==> src/rtl/feeder_pkg.sv <==
// Shared defaults, widths and FSM state encoding for the operand feeder slice.
package feeder_pkg;

    localparam int DATA_W_DEF  = 16;
    localparam int DEPTH_DEF   = 4;
    localparam int TIMEOUT_DEF = 64;
    localparam int PAIR_CNT_W  = 8;

    typedef enum logic [2:0] {
        IDLE      = 3'd0,
        LOAD1     = 3'd1,
        LOAD2     = 3'd2,
        ISSUE     = 3'd3,
        WAIT_DONE = 3'd4
    } state_t;

endpackage

==> src/rtl/sync_fifo.sv <==
// Single-clock FIFO with a combinational head (rdata) and an occupancy count.
// Pushes while full and pops while empty are ignored.
module sync_fifo #(
    parameter int DATA_W = 16,
    parameter int DEPTH  = 4
) (
    input  logic                     clk,
    input  logic                     rst_n,
    input  logic                     push,
    input  logic                     pop,
    input  logic [DATA_W-1:0]        wdata,
    output logic [DATA_W-1:0]        rdata,
    output logic                     full,
    output logic                     empty,
    output logic [$clog2(DEPTH):0]   count
);

    localparam int AW    = $clog2(DEPTH);
    localparam int CNT_W = AW + 1;

    logic [DATA_W-1:0] mem [DEPTH];
    logic [AW-1:0]     wr_ptr;
    logic [AW-1:0]     rd_ptr;
    logic              do_push;
    logic              do_pop;

    assign full    = (count == CNT_W'(DEPTH));
    assign empty   = (count == '0);
    assign do_push = push && !full;
    assign do_pop  = pop && !empty;
    assign rdata   = mem[rd_ptr];

    // NOTE: the storage array is deliberately not reset; validity is defined by the pointers and count alone.
    always_ff @(posedge clk) begin
        if (do_push) begin
            mem[wr_ptr] <= wdata;
        end
    end

    always_ff @(posedge clk or negedge rst_n) begin
        if (!rst_n) begin
            wr_ptr <= '0;
            rd_ptr <= '0;
            count  <= '0;
        end else begin
            if (do_push) begin
                wr_ptr <= wr_ptr + 1'b1;
            end
            if (do_pop) begin
                rd_ptr <= rd_ptr + 1'b1;
            end
            case ({do_push, do_pop})
                2'b10:   count <= count + 1'b1;
                2'b01:   count <= count - 1'b1;
                default: count <= count;
            endcase
        end
    end

endmodule

==> src/rtl/operand_feeder.sv <==
// Buffers upstream words, pairs them into (data_in1, data_in2), pulses start and
// waits for done with a timeout; one operand pair is in flight at a time.
module operand_feeder
    import feeder_pkg::*;
#(
    parameter int DATA_W  = DATA_W_DEF,
    parameter int DEPTH   = DEPTH_DEF,
    parameter int TIMEOUT = TIMEOUT_DEF
) (
    input  logic                  clk,
    input  logic                  rst_n,
    input  logic                  in_valid,
    input  logic [DATA_W-1:0]     in_data,
    output logic                  in_ready,
    output logic [DATA_W-1:0]     data_in1,
    output logic [DATA_W-1:0]     data_in2,
    output logic                  start,
    input  logic                  done,
    output logic                  busy,
    output logic [PAIR_CNT_W-1:0] pair_count,
    output logic                  err
);

    localparam int CNT_W = $clog2(DEPTH) + 1;
    localparam int TW    = $clog2(TIMEOUT);
    localparam logic [TW-1:0] TIMER_LAST = TW'(TIMEOUT - 1);

    state_t            state;
    state_t            state_next;
    logic [CNT_W-1:0]  fifo_count;
    logic              fifo_full;
    logic              fifo_empty;
    logic              fifo_push;
    logic              fifo_pop;
    logic [DATA_W-1:0] head;
    logic [TW-1:0]     timer;
    logic              timed_out;

    assign in_ready  = !fifo_full;
    assign fifo_push = in_valid && in_ready;
    assign fifo_pop  = ((state == LOAD1) || (state == LOAD2)) && !fifo_empty;
    assign timed_out = (timer == TIMER_LAST);

    // Decoded from the registered state so start drops as soon as reset asserts.
    assign start = (state == ISSUE);
    assign busy  = (state != IDLE);

    sync_fifo #(
        .DATA_W (DATA_W),
        .DEPTH  (DEPTH)
    ) u_fifo (
        .clk   (clk),
        .rst_n (rst_n),
        .push  (fifo_push),
        .pop   (fifo_pop),
        .wdata (in_data),
        .rdata (head),
        .full  (fifo_full),
        .empty (fifo_empty),
        .count (fifo_count)
    );

    // NOTE: state registers take non-blocking assignments; the combinational block below uses blocking ones.
    always_ff @(posedge clk or negedge rst_n) begin
        if (!rst_n) begin
            state <= IDLE;
        end else begin
            state <= state_next;
        end
    end

    // NOTE: state_next is defaulted before the case so every path assigns it and no latch is inferred.
    always_comb begin
        state_next = state;
        case (state)
            IDLE:      if (fifo_count >= CNT_W'(2)) state_next = LOAD1;
            LOAD1:     state_next = LOAD2;
            LOAD2:     state_next = ISSUE;
            ISSUE:     state_next = WAIT_DONE;
            WAIT_DONE: if (done || timed_out) state_next = IDLE;
            default:   state_next = IDLE;
        endcase
    end

    // Operand registers only load in LOAD1/LOAD2, so they hold through ISSUE and WAIT_DONE.
    always_ff @(posedge clk or negedge rst_n) begin
        if (!rst_n) begin
            data_in1   <= '0;
            data_in2   <= '0;
            timer      <= '0;
            pair_count <= '0;
            err        <= 1'b0;
        end else begin
            case (state)
                LOAD1: data_in1 <= head;
                LOAD2: data_in2 <= head;
                ISSUE: timer <= '0;
                WAIT_DONE: begin
                    timer <= timer + 1'b1;
                    if (done) begin
                        pair_count <= pair_count + 1'b1;
                    end else if (timed_out) begin
                        err <= 1'b1;
                    end
                end
                default: ;
            endcase
        end
    end

endmodule

==> config.mk <==
export PLATFORM = sky130hd
export DESIGN_NAME = operand_feeder
export DESIGN_NICKNAME = d
export VERILOG_FILES = /design/src/rtl/feeder_pkg.sv /design/src/rtl/sync_fifo.sv /design/src/rtl/operand_feeder.sv
export SDC_FILE = /design/constraint.sdc
export NUM_CORES = 1
export LEC_CHECK = 0
export CAP_MARGIN = 0
export CORE_ASPECT_RATIO = 1.1
export CORE_MARGIN = 4
export CORE_UTILIZATION = 30
export DETAILED_ROUTE_END_ITERATION = 10
export PLACE_DENSITY = 0.55
export SLEW_MARGIN = 20
export SYNTH_ARGS = -nofsm -noshare
export SYNTH_HDL_FRONTEND = slang
export SYNTH_SLANG_ARGS = --single-unit
==> constraint.sdc <==
create_clock -name clk -period 2.97 [get_ports clk]
set_input_delay 0.7425 -clock clk [delete_from_list [all_inputs] [get_ports clk]]
set_output_delay 0.7425 -clock clk [all_outputs]
set_load 0.02 [all_outputs]
Word-level counts from Yosys, hierarchy flattened --
Memory sizes are Yosys's and may differ from the RTL's. Cells that the tools add are included.
Word-level totals: flip-flop bits (word level) 57, bits in writable memories 64, input bits 20, output and inout bits 44, logic and storage cells 51, memories kept 1
Cells by class: add/subtract/negate cells 6, order comparisons 1, equal/unequal tests 10, mux-type cells 7, bitwise operators 1, reductions and logical operators 16
Memory list:
- u_fifo.mem | words 4, bits a word 16, rd ports 1, clocked after Yosys merged registers in 0, write ports 1, line sync_fifo.sv:21 | logic [DATA_W-1:0] mem [DEPTH];
Operators with widths (count):
- $pmux W3 S5 | 1
- $pmux W6 S2 | 1
- $add A8 B1 Y8 const B | 1
- $add A6 B1 Y6 const B | 1
- $eq A3 B2 Y1 const B | 2
- $eq A3 B3 Y1 const B | 2
- $eq A6 B6 Y1 const B | 1
- $logic_not A3 Y1 | 2
- $mux W3 | 2
- $pmux W3 S2 | 1
- $add A2 B1 Y2 const B | 2
- $logic_and A1 B1 Y1 | 4
- $ne A2 B2 Y1 const B | 2
- $reduce_and A2 Y1 | 2
- $reduce_bool A2 Y1 | 2
- $add A3 B1 Y3 const B | 1
- $eq A3 B1 Y1 const B | 1
- $ge A3 B2 Y1 const B | 1
- $reduce_and A3 Y1 | 1
- $reduce_bool A3 Y1 | 1
- $sub A3 B1 Y3 const B | 1
- $eq A2 B1 Y1 const B | 1
- $eq A2 B2 Y1 const B | 1
- $logic_not A1 Y1 | 2
- 3 further kinds | 5

Logic depth before layout (Yosys ltp) --
Gate-level depths: netlist (run 1).
depth in word-level cells 6, gate-level depth with buffers 9, mapped depth without buffers 9

Hierarchy --
Synthesis (run 1) repeated with hierarchy kept, for this count alone.
Unflattened totals: cells, all modules 263, area, all modules 4829.6 um^2
By module, submodules not included:
- sync_fifo | instances 1, cells each 121, area an instance 2775.2 um^2, seq. area each 2097.0 um^2
- operand_feeder | instances 1, cells each 142, area an instance 2054.5 um^2, seq. area each 1251.2 um^2

Worst setup path before layout (run 1) --
Ideal clock, no wire load.
path type reg2reg, from register u_fifo.count[0], to register u_fifo.count[2], setup time 79 ps, arrival time 2157 ps, required time 2891 ps, setup slack 734 ps, cell stages (with the launch flop) 10, path buffers 0, clock period less this slack 2236 ps, cell sequence dfrtp_1 or3b_1 and2_1 inv_1 ha_1 inv_1 fa_1 xor2_1 nor2_1 xor2_1
On the way: longest elaborated chain between the ends 6, elaborated cells between the ends (all ways) 14, those cells by class 2 x add/sub; 3 x eq/ne; 1 x mux; 8 x reduce/logical
Ends and longest elaborated chain:
- start, declared | line sync_fifo.sv:15 | output logic [$clog2(DEPTH):0] count
- start signal, assigned | line sync_fifo.sv:53 | 2'b10: count <= count + 1'b1;
- start signal, assigned | line sync_fifo.sv:54 | 2'b01: count <= count - 1'b1;
- start signal, assigned | line sync_fifo.sv:55 | default: count <= count;
- $eq A3 B3 Y1 * | line sync_fifo.sv:27 | assign full = (count == CNT_W'(DEPTH));
- $logic_not A1 Y1 * | line operand_feeder.sv:39 | assign in_ready = !fifo_full;
- named net in_ready | line operand_feeder.sv:14 | output logic in_ready,
- $logic_and A1 B1 Y1 | line operand_feeder.sv:40 | assign fifo_push = in_valid && in_ready;
- $logic_and A1 B1 Y1 * | line sync_fifo.sv:29 | assign do_push = push && !full;
- $eq A2 B1 Y1 / $eq A2 B2 Y1 (equally long branches) | line sync_fifo.sv:52 | case ({do_push, do_pop})
- $pmux W3 S2 / $reduce_bool A2 Y1 (equally long branches)
The timed path passes the listed nets; every way through them passes the cells marked *. A chain may end at the register's enable or synchronous reset.

Worst setup path after layout (run 1) --
from register state[2], to output start
On the way: longest elaborated chain between the ends 1
Ends and longest elaborated chain:
- start, declared | line operand_feeder.sv:28 | state_t state;
- start signal, assigned | line operand_feeder.sv:68 | state <= state_next;
- $eq A3 B2 Y1 | line operand_feeder.sv:45 | assign start = (state == ISSUE);
- end, declared | line operand_feeder.sv:17 | output logic start,
Every way passes these cells.

==> results of run 1 <==
==> metal layers <==
| layer | vias to the layer above | routed length, um | GRT usage |
|---|---|---|---|
| met5 | - | 0 | 0 |
| met2 | 62 | 4661 | 0.1824 |
| met4 | 0 | 142 | 0.04643 |
| met1 | 1267 | 4068 | 0.1338 |
| met3 | 10 | 442 | 0.04043 |
| li1 | 1171 | - | - |
==> worst reg2reg max path, delay by kind of cell, from the launching register on <==
kind,cells,cell delay [ns]
xor+xnor,2,0.31
fa+ha+maj,2,0.55
buf+inv,2,0.13
flops,1,0.41
simple gates,3,0.81
==> power by group <==
group          internal [mW]  leakage, nW  switching, mW
Sequential              2.31         1.28          0.367
Combinational           1.29        0.811           1.12
Clock                   1.33        0.290          0.713
==> cell families after synthesis <==
| family | Yosys count | share of synthesized area |
|---|---|---|
| DFF | 121 | 0.6987 |
| muxes | 56 | 0.1679 |
| and+or+nand+nor | 43 | 0.05692 |
| buffers and inverters | 20 | 0.02219 |
| xor gates and xnor gates | 14 | 0.02559 |
| adders and majority gates | 8 | 0.02245 |
| AOI/OAI and AO/OA | 5 | 0.006267 |
==> metrics by stage <==
| step | setup slack [ns] | instances | cell area, sq um | hold WS, ns | util |
|---|---|---|---|---|---|
| floorplan | 0.7336 | 267 | 4792 | 0.4453 | - |
| global placement | 0.4501 | 528 | 5688 | 0.4498 | 0.3629 |
| detailed placement | 0.3913 | 528 | 5688 | 0.4480 | 0.3629 |
| CTS | 0.1773 | 560 | 6282 | 0.2684 | 0.4008 |
| global route | 0.08206 | 560 | 6282 | 0.3044 | 0.4008 |
| finish | 0.2091 | 560 | 6282 | 0.2728 | 0.4008 |
==> sequential cells by signal, summed over array words and instances, names as in the netlist, 3 cells and up <==
name,flops
u_fifo.mem,64
data_in1,16
data_in2,16
state,3
pair_count,8
timer,6
u_fifo.count,3
==> Yosys cell counts (all sizes together), types with 2 or more instances <==
master | instances | share of area
mux4 | 16 | 0.075
nor3b | 3 | 0.0068
and2 | 2 | 0.0026
o21ai | 3 | 0.0031
edfxtp | 64 | 0.40
inv | 9 | 0.0070
or3 | 3 | 0.0047
clkbuf | 3 | 0.0044
xnor2 | 9 | 0.016
mux2i | 5 | 0.010
nand4 | 3 | 0.0039
dfrtp | 57 | 0.30
buf | 8 | 0.011
nor2 | 4 | 0.0031
nand2 | 7 | 0.0055
or3b | 2 | 0.0042
nor3 | 4 | 0.0042
xor2 | 5 | 0.0091
and3 | 5 | 0.0065
nand3 | 5 | 0.0052
ha | 7 | 0.018
mux2 | 35 | 0.082
==> layout by cell type (no fill, tap or decap), drive strengths merged, types with 9 or more instances in the layout <==
| cell | count |
|---|---|
| clkdlybuf4s50 | 62 |
| edfxtp | 64 |
| mux4 | 16 |
| dfrtp | 57 |
| clkbuf | 18 |
| buf | 10 |
| xnor2 | 9 |
| mux2 | 35 |
| inv | 9 |
| clkinv | 9 |
==> final timing paths <==
check / from / end / cells past startpoint / slack, ns
max: state[2] / start / 3 / 0.21
max reg2reg: u_fifo.count[0] / u_fifo.count[2] / 9 / 0.68
max in group asynchronous: rst_n / data_in2[6] / 2 / 2.06
min in group clk: err / err / 1 / 0.46
min reg2reg: err / err / 1 / 0.46
min: rst_n / timer[3] / 1 / 0.27
==> layout make-up <==
type,instances,area [sq um]
Clock buffer,18,439.2
Clock inverter,14,155.1
Fill cell,1426,9393
Inverter,9,33.78
Multi-Input combinational cell,126,1350
Sequential cell,121,3348
Tap cell,200,250.2
Timing Repair Buffer,72,705.7
==> flow_summary.ini, run 1 <==
[status]
status = finished clean

[yosys]
ys_seq_elements = 121
async_reset_ff_frac = 0.4711
yosysSeqAreaShare = 0.6987
syn-mean-instance-area_sq_um = 17.95
yosys_warnings = 0
synthCells = 267
synth.distinct_cells = 35
syn-cell-area_sq_mm = 0.004792
syn_nets = 295
ys.flop_type = edfxtp_1
synth_edf_count = 64

[power_and_ir_drop]
finalPower_mw = 7.132
power.leakage_nw = 2.386
vdd_drop_max_mv = 0.4338
power_density_mw_per_mm2 = 1135

[hold_path]
min_path_type = in -> async

[worst_setup_path]
critPathKind = reg -> out
startpoint_type = register
cp_top_family = buffers and inverters
cp-end-kind = output port
worstPathArrival_ns = 2.02
slowest_stage = clkdlybuf4s50_1
cp_max_fo = 11
cp_num_buf_inv = 2
worstPathRequired_ns = 2.23
critPathMaxStageDelay_ns = 0.61
crit_chain = nand3b_1 -> inv_1 -> clkdlybuf4s50_1

[sta]
hold_violations = 0
fin_crit_sh = 0.9296
worst_slew_pin_slew_ns = 0.9097
setup_viol = 0
max_freq_ghz = 0.3622
rsz0062_at_grt = false
finalMaxSlewViolations = 0
fin_worst_skew_ns = 0.01055
setup_tns_ns = 0
timing.slew.headroom = 0.3935
layout_min_cycle_time_ns = 2.761

[cts]
clk_path_buf_depth = 2
cts.reportedPaths.clkPinSlew_ns = 0.05
htree_levels = 4
cts_buffers = 17
clock-sinks = 121
worstSkewPairLatency_ns = 0.41
ctsHoldBuffers = 0
tritoncts = done
root_buffer = clkbuf_16
cts_resized = 0
postCtsSetupRepairBufs = 0

[drt]
drt_pre_antenna_iters = 4
ant_nets = 0
dr_total_vias = 2510
wl_per_cell_um = 16.63
drt_iter0_markers = 92
wirelength_mm = 9.315
drcViolationCount = 0
drt-vias-per-instance = 4.482

[global_routing]
grt_max_degree = 21
grt_usage = 0.1119
overflow = 0
grt_antenna_before_repair = 0
grt_pass1_vias = 2786
grt_pass1_wl_mm = 14.97

[floorplan]
rows = 48
die-area_sq_mm = 0.01806
start_util = 0.3057
core_sq_mm = 0.01568
die_h_um = 140.6
boundaryPins = 64
dieWidth_um = 128.5

[final_layout]
antenna_cells = 0
drive_gt1_frac = 0.2750
area_growth_pct = 31.10
fin_nets = 375

[placed_design]
place.gp.congestion = 0.6632
io_buffers = 63
hpwl_mm = 6.144

[job]
cap_violations = 0
(Power assumes the default switching activity.)
==> inputs of run 2 (changes only) <==
- SYNTH_HIERARCHICAL: unset -> 1
==> flow_summary.ini, run 2 <==
[final_layout]
reg_top3 = u_fifo/mem x64, data_in1 x16, data_in2 x16
fin_nets = 374
layout_commonest_cell = edfxtp_1
antenna_cells = 0
drive_gt1_frac = 0.2563
post-route-util = 0.4037
top_register = u_fifo/mem
largest_reg_flops = 64
area_growth_pct = 31.53
mostFrequentLayoutCells = edfxtp_1, clkdlybuf4s50_1, dfrtp_1

[sta]
max_freq_ghz = 0.3627
timing.slew.headroom = 0.4864
finalMaxSlewViolations = 0
layout_min_cycle_time_ns = 2.757
worst_slack_ns = 0.2130
worst_slew_pin_slew_ns = 0.7704
fin_crit_sh = 0.9283
rsz0062_at_grt = false
fin_worst_skew_ns = 0.007515
setup_viol = 0
hold_violations = 0
setup_tns_ns = 0

[yosys]
synth_simple_gate_area_frac = 0.05518
synth-xor-area-share = 0.02358
ys_seq_elements = 121
synth_top_family_by_area = multiplexers
synthCells = 263
synth.top_cell.area_share = 0.3979
synthTopCellsByCount = edfxtp_1, dfrtp_1, mux2_2, xnor2_1
ys.flop_type = edfxtp_1
yosys_warnings = 6
yosysSeqAreaShare = 0.6933
syn_nets = 291
synth_edf_count = 64
synth_fa_ha_area_frac = 0.02228
synth.largest_area_cell = edfxtp_1
synthMuxAreaShare = 0.1694
synth.distinct_cells = 40
syn-mean-instance-area_sq_um = 18.36
synth_compound_area_frac = 0.01192
async_reset_ff_frac = 0.4711
synth_area_leaders = edfxtp_1, dfrtp_1, mux2_2
syn-cell-area_sq_mm = 0.004830
yosysMostFrequentCell = edfxtp_1

[power_and_ir_drop]
power.leakage_nw = 2.449
power_density_mw_per_mm2 = 1160
p_seq_frac = 0.365
p_comb_frac = 0.337
switchingPower_mw = 2.275
clockPowerShare = 0.298
p_int_mw = 5.094
swShare = 0.3087
vdd_drop_max_mv = 0.5517

[cts]
clock-sinks = 121
tritoncts = done
clk_path_buf_depth = 2
cts_buffers = 17
worstSkewPairLatency_ns = 0.40
htree_levels = 4
cts_resized = 0
root_buffer = clkbuf_16
postCtsSetupRepairBufs = 0
ctsHoldBuffers = 0
cts.reportedPaths.clkPinSlew_ns = 0.06

[global_routing]
grt_pass1_vias = 2771
grt_pass1_wl_mm = 14.95
grt_antenna_before_repair = 0
overflow = 0
grt_usage = 0.1102
grt_max_degree = 58

[hold_path]
min_path_type = reg -> reg
min_from = pair_count[7]
whs_path_depth = 1
min_to = pair_count[7]

[worst_setup_path]
rr_endpoint = u_fifo/count[2]
worstPathRequired_ns = 2.23
critPathKind = reg -> out
timing.rr.start = state[1]
startpoint_type = register
reg2reg_depth = 10
critPathMaxStageDelay_ns = 0.61
cp_max_fo = 8
cp-end-kind = output port
slowest_stage = clkdlybuf4s50_1
worstPathArrival_ns = 2.01
crit_chain = nand3b_1 -> inv_1 -> clkdlybuf4s50_1
rrSetupSlack_ns = 0.58

[floorplan]
rows = 48
start_util = 0.3069
boundaryPins = 64
dieWidth_um = 129.0
die_h_um = 141.1
die-area_sq_mm = 0.01820
core_sq_mm = 0.01574

[drt]
wirelength_mm = 9.156
drcViolationCount = 0
drt-vias-per-instance = 4.519
ant_nets = 0
wl_per_cell_um = 16.38
dr_total_vias = 2526
drt_iter0_markers = 147
drt_pre_antenna_iters = 4

[status]
status = finished clean

[job]
cap_violations = 0

[placed_design]
hpwl_mm = 5.901
io_buffers = 63
pre_cts_ws_ns = 0.2553
place.gp.congestion = 0.6838
## run 2: changes by cell type after synthesis, moves of 3 or more
cell and change:
and2_1 +3, or3_2 -3, mux4_1 +8, mux4_2 -8
## run 2: power groups by stage
stage               Combinational (mW)  Clock, mW  Sequential [mW]
floorplan                         1.39          0             2.88
detailed placement                2.53          0             2.73
global route                      2.68       2.34             2.78
finish                            2.48       2.20             2.69
CTS                               2.54       2.25             2.71
global placement                  2.48          0             2.71
## run 2: critical path, delay by kind of cell (launching register included)
family / cells / cell delay (ns)
AND/OR/NAND/NOR: 1 / 0.36
flip-flops: 1 / 0.48
buffers and inverters: 2 / 0.76
## run 2: stage by stage
stage / hold WS (ns) / total power, mW / area, sq um / cells
after floorplan: 0.4372 / 4.263 / 4830 / 263
after global placement: 0.4396 / 5.189 / 5705 / 527
after detailed placement: 0.4645 / 5.266 / 5705 / 527
after CTS: 0.4741 / 7.503 / 6352 / 559
after global routing: 0.4769 / 7.798 / 6352 / 559
final: 0.4668 / 7.369 / 6352 / 559
## run 2: cell type report
class                           count  area [sq um]
Multi-Input combinational cell    125          1376
Clock inverter                     11         153.9
Timing Repair Buffer               73         700.7
Clock buffer                       21         493.0
Sequential cell                   121          3348
Inverter                            8         30.03
Tap cell                          200         250.2
Fill cell                        1462          9383
## run 2: worst max path at each step
stage                   from               to  slack (ns)  depth (start not counted)
floorplan           state[2]  u_fifo/count[2]        0.53                         11
global placement    in_valid  u_fifo/count[2]        0.31                         10
detailed placement  in_valid  u_fifo/count[2]        0.26                         10
CTS                 state[2]            start        0.20                          3
global route        state[2]            start        0.07                          3
finish              state[2]            start        0.21                          3
## run 2: cells by family after synthesis
group	after synthesis
multiplexers	54
XOR/XNOR	13
buffers and inverters	17
AND/OR/NAND/NOR	42
AO/OA/AOI/OAI	8
adder cells (fa/ha/maj)	8
flip-flops	121
## run 2: routing by layer
layer  GRT usage  vias to the layer above  part of all wire
met3     0.04509                       12             0.056
li1            -                     1168                 -
met4     0.03814                        0             0.014
met5           0                        -                 0
met2      0.1820                       58              0.51
met1      0.1295                     1288              0.42
==> inputs of run 3 (changes only) <==
- CORE_UTILIZATION: 30 -> 40
- PLACE_DENSITY: 0.55 -> 0.67
- SYNTH_HIERARCHICAL: 1 -> unset
==> flow_summary.ini, run 3 (synthesis gave the netlist of run 1 again) <==
[sta]
hold_violations = 0
max_freq_ghz = 0.3590
whs_ns = 0.2700
finalMaxSlewViolations = 0
timing.slew.headroom = 0.4037
layout_min_cycle_time_ns = 2.785
worst_slew_pin_slew_ns = 0.8944
setup_viol = 0
setup_tns_ns = 0
fin_crit_sh = 0.9378
worst_slack_ns = 0.1847
fin_worst_skew_ns = 0.007315
rsz0062_at_grt = false

[global_routing]
grt_pass1_vias = 2696
grt_antenna_before_repair = 0
grt_usage = 0.1400
overflow = 0
grt_pass1_wl_mm = 14.35
grt_max_degree = 24

[final_layout]
top_register = u_fifo.mem
area_growth_pct = 29.79
fin_nets = 375
post-route-util = 0.5365
antenna_cells = 0
layout_commonest_cell = edfxtp_1
fill_cells = 981
ff_latch_area_sq_mm = 0.003348
reg_top3 = u_fifo.mem x64, data_in1 x16, data_in2 x16
largest_reg_flops = 64
drive_gt1_frac = 0.2778
mostFrequentLayoutCells = edfxtp_1, clkdlybuf4s50_1, dfrtp_1
multi_input_area_sq_mm = 0.001350

[cts]
clk_path_buf_depth = 2
worstSkewPairLatency_ns = 0.41
cts_resized = 0
clock-sinks = 121
cts_buffers = 17
cts.reportedPaths.clkPinSlew_ns = 0.06
htree_levels = 4
postCtsSetupRepairBufs = 0
tritoncts = done
ctsHoldBuffers = 0
root_buffer = clkbuf_16

[floorplan]
boundaryPins = 64
core_sq_mm = 0.01159
start_util = 0.4133
die_h_um = 122.8
die-area_sq_mm = 0.01380
rows = 41
dieWidth_um = 112.4

[worst_setup_path]
cp-end-kind = output port
startpoint_type = register
critPathKind = reg -> out
timing.rr.start = u_fifo.count[0]
crit_start = state[2]
worstPathRequired_ns = 2.23
worstPathArrival_ns = 2.04
cp_max_fo = 11

[placed_design]
hpwl_mm = 5.821
place.gp.congestion = 0.6786
pre_cts_ws_ns = 0.4010
io_buffers = 63

[power_and_ir_drop]
power_density_mw_per_mm2 = 1141
vdd_drop_max_mv = 0.4299
finalPower_mw = 7.098
power.leakage_nw = 2.379

[drt]
dr_total_vias = 2531
wirelength_mm = 8.934
drt-vias-per-instance = 4.963
ant_nets = 0
drt_iter0_markers = 81
wl_per_cell_um = 17.52
drt_pre_antenna_iters = 4
drcViolationCount = 0

[status]
status = finished clean

[job]
cap_violations = 0

[hold_path]
min_path_type = in -> async
-- run 3: changes by cell type in the layout (fill, tap and decap cells not counted), moves of 3 or more --
cell / delta
mux4_1: -8
mux4_2: +8
clkinv_4: +4
and2_1: -3
or3_2: +3
-- run 3: path summary, 6_finish.rpt --
kind	slack [ns]	endpoint	depth (start not counted)
max in group asynchronous	2.04	data_in2[7]	2
min	0.27	pair_count[7]	1
max reg2reg	0.69	u_fifo.count[2]	9
min reg2reg	0.46	err	1
min in group clk	0.46	err	1
max	0.18	start	3
-- run 3: layer usage --
layer,vias up,part of all wire,track usage
li1,1170,-,-
met1,1306,0.42,0.1702
met2,45,0.53,0.2340
met3,10,0.037,0.03945
met4,0,0.015,0.06311
met5,-,0,0
-- run 3: where the power goes --
part	switching (mW)	internal [mW]
Combinational	1.11	1.29
Sequential	0.376	2.31
Clock	0.759	1.25
Total	2.24	4.86
-- run 3: cell type report --
cell class                 count  area share
clock buffer                  18     0.06900
clock inverter                14     0.02655
inverter                       9    0.005431
multi-input combinational    126      0.2171
sequential                   121      0.5383
tap                          150     0.03017
timing repair buffer          72      0.1135
-- run 3: worst max-delay path, stage by stage (launching register included) --
cell             delay, ns
dfrtp_1               0.51
nand3b_1              0.36
inv_1                 0.16
clkdlybuf4s50_1       0.62
-- run 3: stage by stage --
step | area (sq um) | instances
CTS | 6220 | 510
finish | 6220 | 510
floorplan | 4792 | 267
detailed placement | 5625 | 478
global placement | 5625 | 478
global route | 6220 | 510
